===== src/rtl/fb_pkg.sv =====
// Frame-buffer shared types and geometry.
// 160x120 RGB444 image, upscaled 4x at scan-out.
package fb_pkg;

  localparam int PIX_W    = 12;
  localparam int FB_W     = 160;
  localparam int FB_H     = 120;
  localparam int FB_DEPTH = FB_W * FB_H;
  localparam int ADDR_W   = 15;

  typedef enum logic [1:0] {
    IDLE,
    WAIT_VB,
    LOAD
  } fb_arb_state_t;

  typedef logic [PIX_W-1:0] pixel_t;

endpackage


===== src/rtl/fb_port_arbiter.sv =====
// Single-port frame-buffer arbiter: scan-out reads beat loader writes.
// Loader sessions can be held until vblank so frames never tear.
module fb_port_arbiter #(
  parameter int PIX_W           = fb_pkg::PIX_W,
  parameter int FB_DEPTH        = fb_pkg::FB_DEPTH,
  parameter int ADDR_W          = fb_pkg::ADDR_W,
  parameter bit WAIT_FOR_VBLANK = 1'b1
) (
  input  logic              clk_100MHz,
  input  logic              reset_n,
  input  logic              rd_req,
  input  logic [ADDR_W-1:0] rd_addr,
  output logic [PIX_W-1:0]  rd_data,
  output logic              rd_valid,
  input  logic              vblank,
  input  logic              load_req,
  output logic              load_gnt,
  input  logic              wr_valid,
  output logic              wr_ready,
  input  logic [ADDR_W-1:0] wr_addr,
  input  logic [PIX_W-1:0]  wr_data,
  output logic              frame_done,
  output logic [ADDR_W:0]   wr_count,
  output logic              addr_err,
  output logic              mem_en,
  output logic              mem_we,
  output logic [ADDR_W-1:0] mem_addr,
  output logic [PIX_W-1:0]  mem_wdata,
  input  logic [PIX_W-1:0]  mem_rdata
);

  import fb_pkg::*;

  localparam logic [ADDR_W:0] DEPTH_C = FB_DEPTH[ADDR_W:0];
  localparam logic [ADDR_W:0] ONE_C   = {{ADDR_W{1'b0}}, 1'b1};

  fb_arb_state_t   state;
  logic            vblank_q;
  logic            vb_rise;
  logic            rd_in;
  logic            wr_in;
  logic            wr_acc;
  logic [ADDR_W:0] cnt_nxt;
  logic            rd_p1;
  logic            rd_ok1;

  assign vb_rise  = vblank & ~vblank_q;
  assign rd_in    = {1'b0, rd_addr} < DEPTH_C;
  assign wr_in    = {1'b0, wr_addr} < DEPTH_C;
  assign load_gnt = (state == LOAD);

  // Reads always win; the loader holds its beat until a free cycle.
  assign wr_ready = load_gnt & ~rd_req;
  assign wr_acc   = wr_valid & wr_ready;

  assign mem_en    = (rd_req & rd_in) | (wr_acc & wr_in);
  assign mem_we    = wr_acc & wr_in;
  assign mem_addr  = rd_req ? rd_addr : wr_addr;
  assign mem_wdata = wr_data;

  assign cnt_nxt = (wr_count == DEPTH_C) ? wr_count : wr_count + ONE_C;

  always_ff @(posedge clk_100MHz or negedge reset_n) begin
    if (!reset_n) begin
      state      <= IDLE;
      vblank_q   <= 1'b0;
      frame_done <= 1'b0;
      wr_count   <= '0;
      addr_err   <= 1'b0;
    end else begin
      vblank_q   <= vblank;
      frame_done <= 1'b0;
      if (wr_acc && !wr_in)
        addr_err <= 1'b1;
      unique case (state)
        IDLE: begin
          if (load_req) begin
            if (WAIT_FOR_VBLANK) begin
              state <= WAIT_VB;
            end else begin
              state    <= LOAD;
              wr_count <= '0;
            end
          end
        end
        WAIT_VB: begin
          if (!load_req) begin
            state <= IDLE;
          end else if (vb_rise) begin
            state    <= LOAD;
            wr_count <= '0;
          end
        end
        LOAD: begin
          if (wr_acc)
            wr_count <= cnt_nxt;
          if (wr_acc && cnt_nxt == DEPTH_C) begin
            state      <= IDLE;
            frame_done <= 1'b1;
          end else if (!load_req) begin
            state <= IDLE;
          end
        end
        default: state <= IDLE;
      endcase
    end
  end

  // Out-of-range reads never touch the BRAM but still return a zero beat.
  always_ff @(posedge clk_100MHz or negedge reset_n) begin
    if (!reset_n) begin
      rd_p1    <= 1'b0;
      rd_ok1   <= 1'b0;
      rd_valid <= 1'b0;
      rd_data  <= '0;
    end else begin
      rd_p1    <= rd_req;
      rd_ok1   <= rd_req & rd_in;
      rd_valid <= rd_p1;
      rd_data  <= rd_ok1 ? mem_rdata : '0;
    end
  end

endmodule


===== config.mk =====
export PLATFORM = sky130hd
export DESIGN_NAME = fb_port_arbiter
export DESIGN_NICKNAME = d
export VERILOG_FILES = /design/src/rtl/fb_pkg.sv /design/src/rtl/fb_port_arbiter.sv
export SDC_FILE = /design/constraint.sdc
export NUM_CORES = 1
export LEC_CHECK = 0
export ABC_AREA = 1
export CORE_ASPECT_RATIO = 1.2
export CORE_MARGIN = 10
export CORE_UTILIZATION = 39
export DETAILED_ROUTE_END_ITERATION = 8
export GPL_ROUTABILITY_DRIVEN = 0
export GPL_TIMING_DRIVEN = 0
export HOLD_SLACK_MARGIN = 0.12
export PLACE_DENSITY = 0.81
export SKIP_LAST_GASP = 1
export SLEW_MARGIN = 5
export SYNTH_ARGS = -nofsm -noshare
export SYNTH_HDL_FRONTEND = slang
export SYNTH_SLANG_ARGS = --single-unit

===== constraint.sdc =====
create_clock -name clk_100MHz -period 2.1 [get_ports clk_100MHz]
set_clock_uncertainty 0.1 [all_clocks]
set_input_delay 0.63 -clock clk_100MHz [delete_from_list [all_inputs] [get_ports clk_100MHz]]
set_output_delay 0.63 -clock clk_100MHz [all_outputs]
set_load 0.03 [all_outputs]

==> metrics.md, run 1 <==
| Metric | Value |
|---|---|
| Worst EP required | `1370 ps` |
| Drt pass-1 iters | `5` |
| Non-filler instance count after layout | `504` |
| Buffers on Ports | `109` |
| Layout cells sized above 1 | `20.59%` |
| Starting Density | `40.59%` |
| First DRT Iteration DRCs | `~200` |
| CTS tree | `yes` |
| End of the critical path | `mem_en` |
| Status | `finished with violations` |
| Final setup vio count | `2` |
| Commonest cells in the synthesized netlist | `97 x nand2_1, 50 x inv_1, 36 x dfrtp_1, 33 x nor2_1, 17 x nand3_1` |
| Setup_tns | `-187.3 ps` |
| Crit. End Element | `primary output` |
| Biggest regs | `wr_count x16, rd_data x12, state x2` |
| Initial antenna violation count | `0` |
| Vias per cell | `slightly below 5` |
| Post-Syn Area | `2180 um^2` |
| Post-synth EDFFs | `0` |
| Internal power | `1.426 mW` |
| Fmax | `445.3 MHz` |
| Final period utilization | `106.9%` |
| Vias in the first global route | `roughly 2.4k` |
| Residual DRC | `0` |
| Htree depth | `2` |
| Placed cells | `about 480` |
| Most frequent cell after synthesis | `nand2_1` |
| Final nets | `503` |
| Net Sw Power | `just under 0.8 mW` |
| DPL Wire Length | `6.075 mm` |
| Register Area | `roughly 900 um^2` |
| Routed WL | `7.439 mm` |
| Worst r2r src | `wr_count[1]` |
| Clock share of power | `between 20% and 30%` |
| Std-Cell Rows | `29` |
| Max cap viols | `0` |
| CTS sink cnt | `36` |
| First-pass GRT wire length | `11.07 mm` |
| Worst Setup SP | `wr_addr[9]` |
| Worst-path clk slew | `60 ps` |
| Worst rel slew slack | `46.85%` |
| Worst Path Max Fanout | `2` |
| Max-slew violations | `0` |
| Synth warn | `0` |
| R2r endpoint | `state[1]` |
| Fraction of power consumed by sequential logic | `between 30% and 40%` |
| Grt ovf | `0` |
| Distinct cell type count after synthesis | `27` |
| Synth top area cells | `dfrtp_1 41%, nand2_1 17%, inv_1 8.6%` |
| Avg WL per Cell | `between 10 and 15 um` |
| Worst R2R Path Depth | `12` |
| Yosys top cell area share | `between 40 and 50%` |
| Hold Fails Final Rpt | `0` |
| Cell count after synthesis | `about 310` |
| Post-synthesis net count | `374` |
| Fillers | `443` |
| Combinational group share of total power | `35.7%` |
| Minimum clock period after layout | `2246 ps` |
| Tot Pwr | `2.213 mW` |
| Die area | `8992 um^2` |
| Largest register FFs | `16` |
| Final worst slack | `-145.9 ps` |
| Seq/Total Area, Yosys | `between 40% and 50%` |
| Switch share | `35.55%` |
| Crit path launch type | `input pin` |
| FFs w/ async S/R, synth | `100.0%` |
| Syn_area_per_cell | `about 7 um^2` |
| Via count | `2,457` |
| Root Buffer | `clkbuf_8` |
| Clk buf depth | `2` |
| Synth Flop Type | `dfrtp_1` |
| RSZ-0062 raised after global routing | `true` |
| DRT antenna net count | `0` |
| CORE AREA | `5370 um^2` |
| Synth-to-Final Area Change | `64.18%` |
| Total track usage | `15.43%` |
| Worst-Skew Late Latency | `290 ps` |
| I/O pin cnt | `approximately 120` |
| Worst Path Arrival | `1520 ps` |
| Total CTS buffers | `5` |
| Flops & latches, synth | `36` |
| Pwr dens | `618.3 nW/um^2` |
| Slew @ Worst Pin | `~800 ps` |
| Cell taking the most area after synthesis | `dfrtp_1` |
| Area of the multi-input gates | `1031 um^2` |
| Biggest register | `wr_count` |
| Worst VDD drop | `about 290 uV` |
| Die Wd | `88.25 um` |
| R2R setup slack | `140 ps` |
| Leakage | `slightly above 2 nW` |
| Largest net degree at the start of global routing | `37` |
| Worst min path class | `reg2reg` |
| Hold_sp | `rd_p1` |
| Die height | `between 100 and 150 um` |
| Diode count | `0` |
| Crit Path Class | `in2out` |
| Failing checks | `negative setup slack` |
| Hold_buf cts | `0` |
-- critical path, cell delays in order --
cell	delay [ps]
buf_6	70
inv_2	30
o21ai_2	130
nand2_2	80
a31oi_4	170
nor2_4	50
or2_4	220
buf_6	140
-- layer usage --
metal | track usage, % | vias to the layer above | wire (um)
met5 | 0 | - | 0
met4 | 3.238 | 0 | 108
met3 | 9.952 | 12 | 1198
met2 | 27.71 | 152 | 3669
met1 | 14.35 | 1078 | 2463
li1 | - | 1215 | -
-- placed cells by master (no fill, tap or decap), drive strengths merged, types with 6 or more instances in the layout --
master,n
buf,49
clkbuf,13
clkdlybuf4s50,37
dfrtp,36
dlygate4sd2,33
dlymetal6s2s,12
inv,51
nand2,100
nand3,19
nand4,8
nor2,38
o21ai,13
o22ai,10
xor2,6
-- area by class of cell --
| cell class | count | share of cell area, % |
|---|---|---|
| tap | 62 | 2.168 |
| inverter | 52 | 5.455 |
| buffer | 18 | 3.671 |
| multi-input combinational | 206 | 28.81 |
| clock buffer | 6 | 2.028 |
| clock inverter | 2 | 0.9790 |
| timing repair buffer | 122 | 31.68 |
| sequential | 36 | 25.21 |
-- cell families (layout without fill, tap and decap cells) --
kind of cell	count (synthesis)	after routing	share of synthesized area, %
and+or+nand+nor	168	168	33.07
buffers and inverters	70	200	14.18
DFF	36	36	41.33
AOI/OAI and AO/OA	30	30	7.865
xor gates and xnor gates	6	6	2.411
adders and majority gates	2	2	1.148
-- through the flow --
step | hold slack [ps] | worst slack, ps | utilization, % | cell area (um^2)
2_1_floorplan | 231.2 | -145.1 | - | 2202
3_3_place_gp | 231.3 | -1203 | 62.77 | 3371
3_5_place_dp | 235.5 | -1208 | 62.67 | 3366
4_1_cts | 251.1 | -194.9 | 64.70 | 3475
5_1_grt | 255.8 | -180.2 | 66.64 | 3578
6_report | 249.3 | -145.9 | 66.64 | 3578
-- timing repair --
| action | in CTS | in global routing |
|---|---|---|
| setup endpoints to repair | 43 | 16 |
| gates resized for setup | 186 | 36 |
| pin swaps | 9 | 23 |
| hold endpoints to repair | 0 | 0 |
| setup buffers | 5 | 8 |
-- worst min path at each step --
stage                     endpoint  depth (start not counted)
after CTS                 rd_valid                          0
after floorplan           addr_err                          0
after detailed placement  rd_valid                          0
final                     rd_valid                          0
after global placement    rd_valid                          0
after global routing      rd_valid                          0
-- power by group through the flow --
stage	logic (mW)	registers (mW)	clock network (mW)
6_report	0.790	0.830	0.593
5_1_grt	0.858	0.839	0.637
4_1_cts	0.784	0.828	0.605
3_5_place_dp	0.814	0.842	0
3_3_place_gp	0.802	0.840	0
2_1_floorplan	0.338	0.945	0
Power figures use the tool's default switching activity.
==> run 2: changes to the inputs <==
--- a/constraint.sdc
+++ b/constraint.sdc
@@ -3,3 +3,3 @@
 set_input_delay 0.63 -clock clk_100MHz [delete_from_list [all_inputs] [get_ports clk_100MHz]]
 set_output_delay 0.63 -clock clk_100MHz [all_outputs]
-set_load 0.03 [all_outputs]
+set_load 0.05 [all_outputs]
==> run 2 against run 1 <==
The run still ends with negative setup slack left. Utilization grew 1.3 points. Final area grew 1.9%. Power grew 2.9%. Die area is the same. Worst hold slack gained 2.2 ps. Clock power shrank 18%. Worst setup slack lost 58 ps. Routed wire length grew 6.5%. Via count grew 2.8%. Critical path type unchanged.
==> metrics.md, run 2 (synthesis results as in run 1) <==
| Metric | Value |
|---|---|
| Status | `finished with violations` |
| Failing checks | `negative setup slack` |
| Leakage | `2.078 nW` |
| Vias per cell | `4.974` |
| Tot Pwr | `about 2.3 mW` |
| Fin area | `3646 um^2` |
| Die height | `roughly 100 um` |
| Worst R2R Path Depth | `12` |
| Buffers on Ports | `between 100 and 150` |
| Final period utilization | `109.7%` |
| Diode count | `0` |
| Max-slew violations | `0` |
| CORE AREA | `between 5000 and 6000 um^2` |
| Met3 WL | `1.204 mm` |
| Layout cells sized above 1 | `23.77%` |
| Area of the multi-input gates | `1077 um^2` |
| Pwr dens | `624.6 nW/um^2` |
| End of the critical path | `mem_en` |
| Die area | `8992 um^2` |
| Biggest register | `wr_count` |
| Residual DRC | `0` |
| Fillers | `a little under 500` |
| Final setup vio count | `3` |
| Final nets | `507` |
| Vias in the first global route | `about 2.6k` |
| Most frequent cells in the layout | `94 x nand2_1, 58 x dlygate4sd2_1, 40 x inv_1` |
| CTS sink cnt | `36` |
| Worst min path class | `reg2reg` |
| Most common cell after layout, fill and taps aside | `nand2_1` |
| Total CTS buffers | `5` |
| DRT antenna net count | `0` |
| Worst rel slew slack | `between 40% and 50%` |
| Starting Density | `40.59%` |
| R2R setup slack | `130 ps` |
| Max cap viols | `0` |
| Htree depth | `2` |
| WL met2 | `3.972 mm` |
| CTS tree | `yes` |
| Worst Path Max Fanout | `2` |
| Register Area | `roughly 900 um^2` |
| Worst EP required | `1370 ps` |
| Worst VDD drop | `269.5 uV` |
| Via count | `2,527` |
| Hold_buf cts | `0` |
| Worst-Skew Late Latency | `roughly 290 ps` |
| Root Buffer | `clkbuf_8` |
| First DRT Iteration DRCs | `~130` |
| Minimum clock period after layout | `2304 ps` |
| Final worst slack | `-204.1 ps` |
| Routed WL | `7.925 mm` |
| I/O pin cnt | `122` |
| R2r endpoint | `state[1]` |
| Crit. End Element | `primary output` |
| Min Hold Slack | `around 250 ps` |
| Slew @ Worst Pin | `about 790 ps` |
| Initial antenna violation count | `0` |
| Worst Path Arrival | `1570 ps` |
| DPL Wire Length | `6.336 mm` |
| Crit Path Class | `in2out` |
| Fmax | `approximately 430 MHz` |
| RSZ-0062 raised after global routing | `true` |
| Avg WL per Cell | `15.60 um` |
| Grt ovf | `0` |
| Clk buf depth | `2` |
| Worst r2r src | `wr_count[0]` |
| DRT met1 WL | `2.618 mm` |
| Die Wd | `about 88 um` |
| Uppermost layer routed | `met4` |
| First-pass GRT wire length | `12.25 mm` |
| Worst Setup SP | `wr_addr[9]` |
| Worst-path clk slew | `approximately 70 ps` |
| Std-Cell Rows | `29` |
| Total track usage | `between 15 and 20%` |
| Biggest regs | `wr_count x16, rd_data x12, state x2` |
| Synth-to-Final Area Change | `67.28%` |
| DP Area | `3406 um^2` |
| Hold Fails Final Rpt | `0` |
| Crit path launch type | `input pin` |
| Largest register FFs | `16` |
| Largest net degree at the start of global routing | `37` |
| Drt pass-1 iters | `4` |
## run 2: changes by cell type in the layout (fill, tap and decap cells not counted), sizes merged
cell / delta
clkbuf: -1
clkdlybuf4s50: -23
clkinv: +2
nor2: +1
dlygate4sd2: +25
dlymetal6s2s: -3
buf: +2
clkdlybuf4s15: +2
bufinv: -1
## run 2: layer usage
metal  GRT usage, %  vias up
met1          16.10     1147
met3          10.99       12
met4          4.857        0
met5              0        -
met2          30.49      141
li1               -     1227
## run 2: how the worst min path moves through the flow
stage	startpoint	end	slack [ps]	cells past startpoint
CTS	rd_p1	rd_valid	250	0
floorplan	reset_n	addr_err	230	0
finish	rd_p1	rd_valid	250	0
global route	rd_p1	rd_valid	260	0
detailed placement	rd_p1	rd_valid	240	0
global placement	rd_p1	rd_valid	230	0
## run 2: timing repair
item | 4_1_cts | 5_1_grt
setup buffers | 8 | 7
cloned | 1 | 1
pin swaps | 18 | 17
setup endpoints to repair | 62 | 19
gates resized for setup | 229 | 20
## run 2: worst max-delay path, cell delays in order
cell and delay [ps]:
buf_2 80, inv_2 40, o21ai_2 140, nand2_2 80, a31oi_4 170, nor2_4 50
or2_4 230, buf_8 150
## run 2: final cells by class
class | instances | share of cell area (%)
clock inverter | 3 | 0.5148
timing repair buffer | 125 | 31.88
inverter | 52 | 5.353
clock buffer | 5 | 1.887
sequential | 36 | 24.74
buffer | 18 | 3.946
multi-input combinational | 207 | 29.55
tap | 62 | 2.128
## run 2: power breakdown
group          internal [mW]  leakage, nW  total, mW  switching [mW]
clock network          0.231       0.0479      0.485           0.254
logic                  0.324         1.55      0.959           0.635
registers              0.756        0.478      0.833          0.0769
total                   1.31         2.08       2.28           0.966
## run 2: per-stage QoR
| step | std cells | utilization [%] | setup TNS [ps] | setup slack [ps] |
|---|---|---|---|---|
| CTS | 500 | 66.05 | -336.8 | -229.4 |
| global route | 508 | 67.89 | -817.8 | -249.7 |
| global placement | 483 | 63.51 | -43790 | -1346 |
| detailed placement | 483 | 63.42 | -26060 | -1403 |
| floorplan | 312 | - | -644.0 | -438.5 |
| finish | 508 | 67.89 | -312.6 | -204.1 |
==> run 3: changes to the inputs <==
- ABC_CLOCK_PERIOD_IN_PS: not set -> 2100
==> results of run 3 <==
The final DEF is identical to that of run 2; final timing and power are the same.
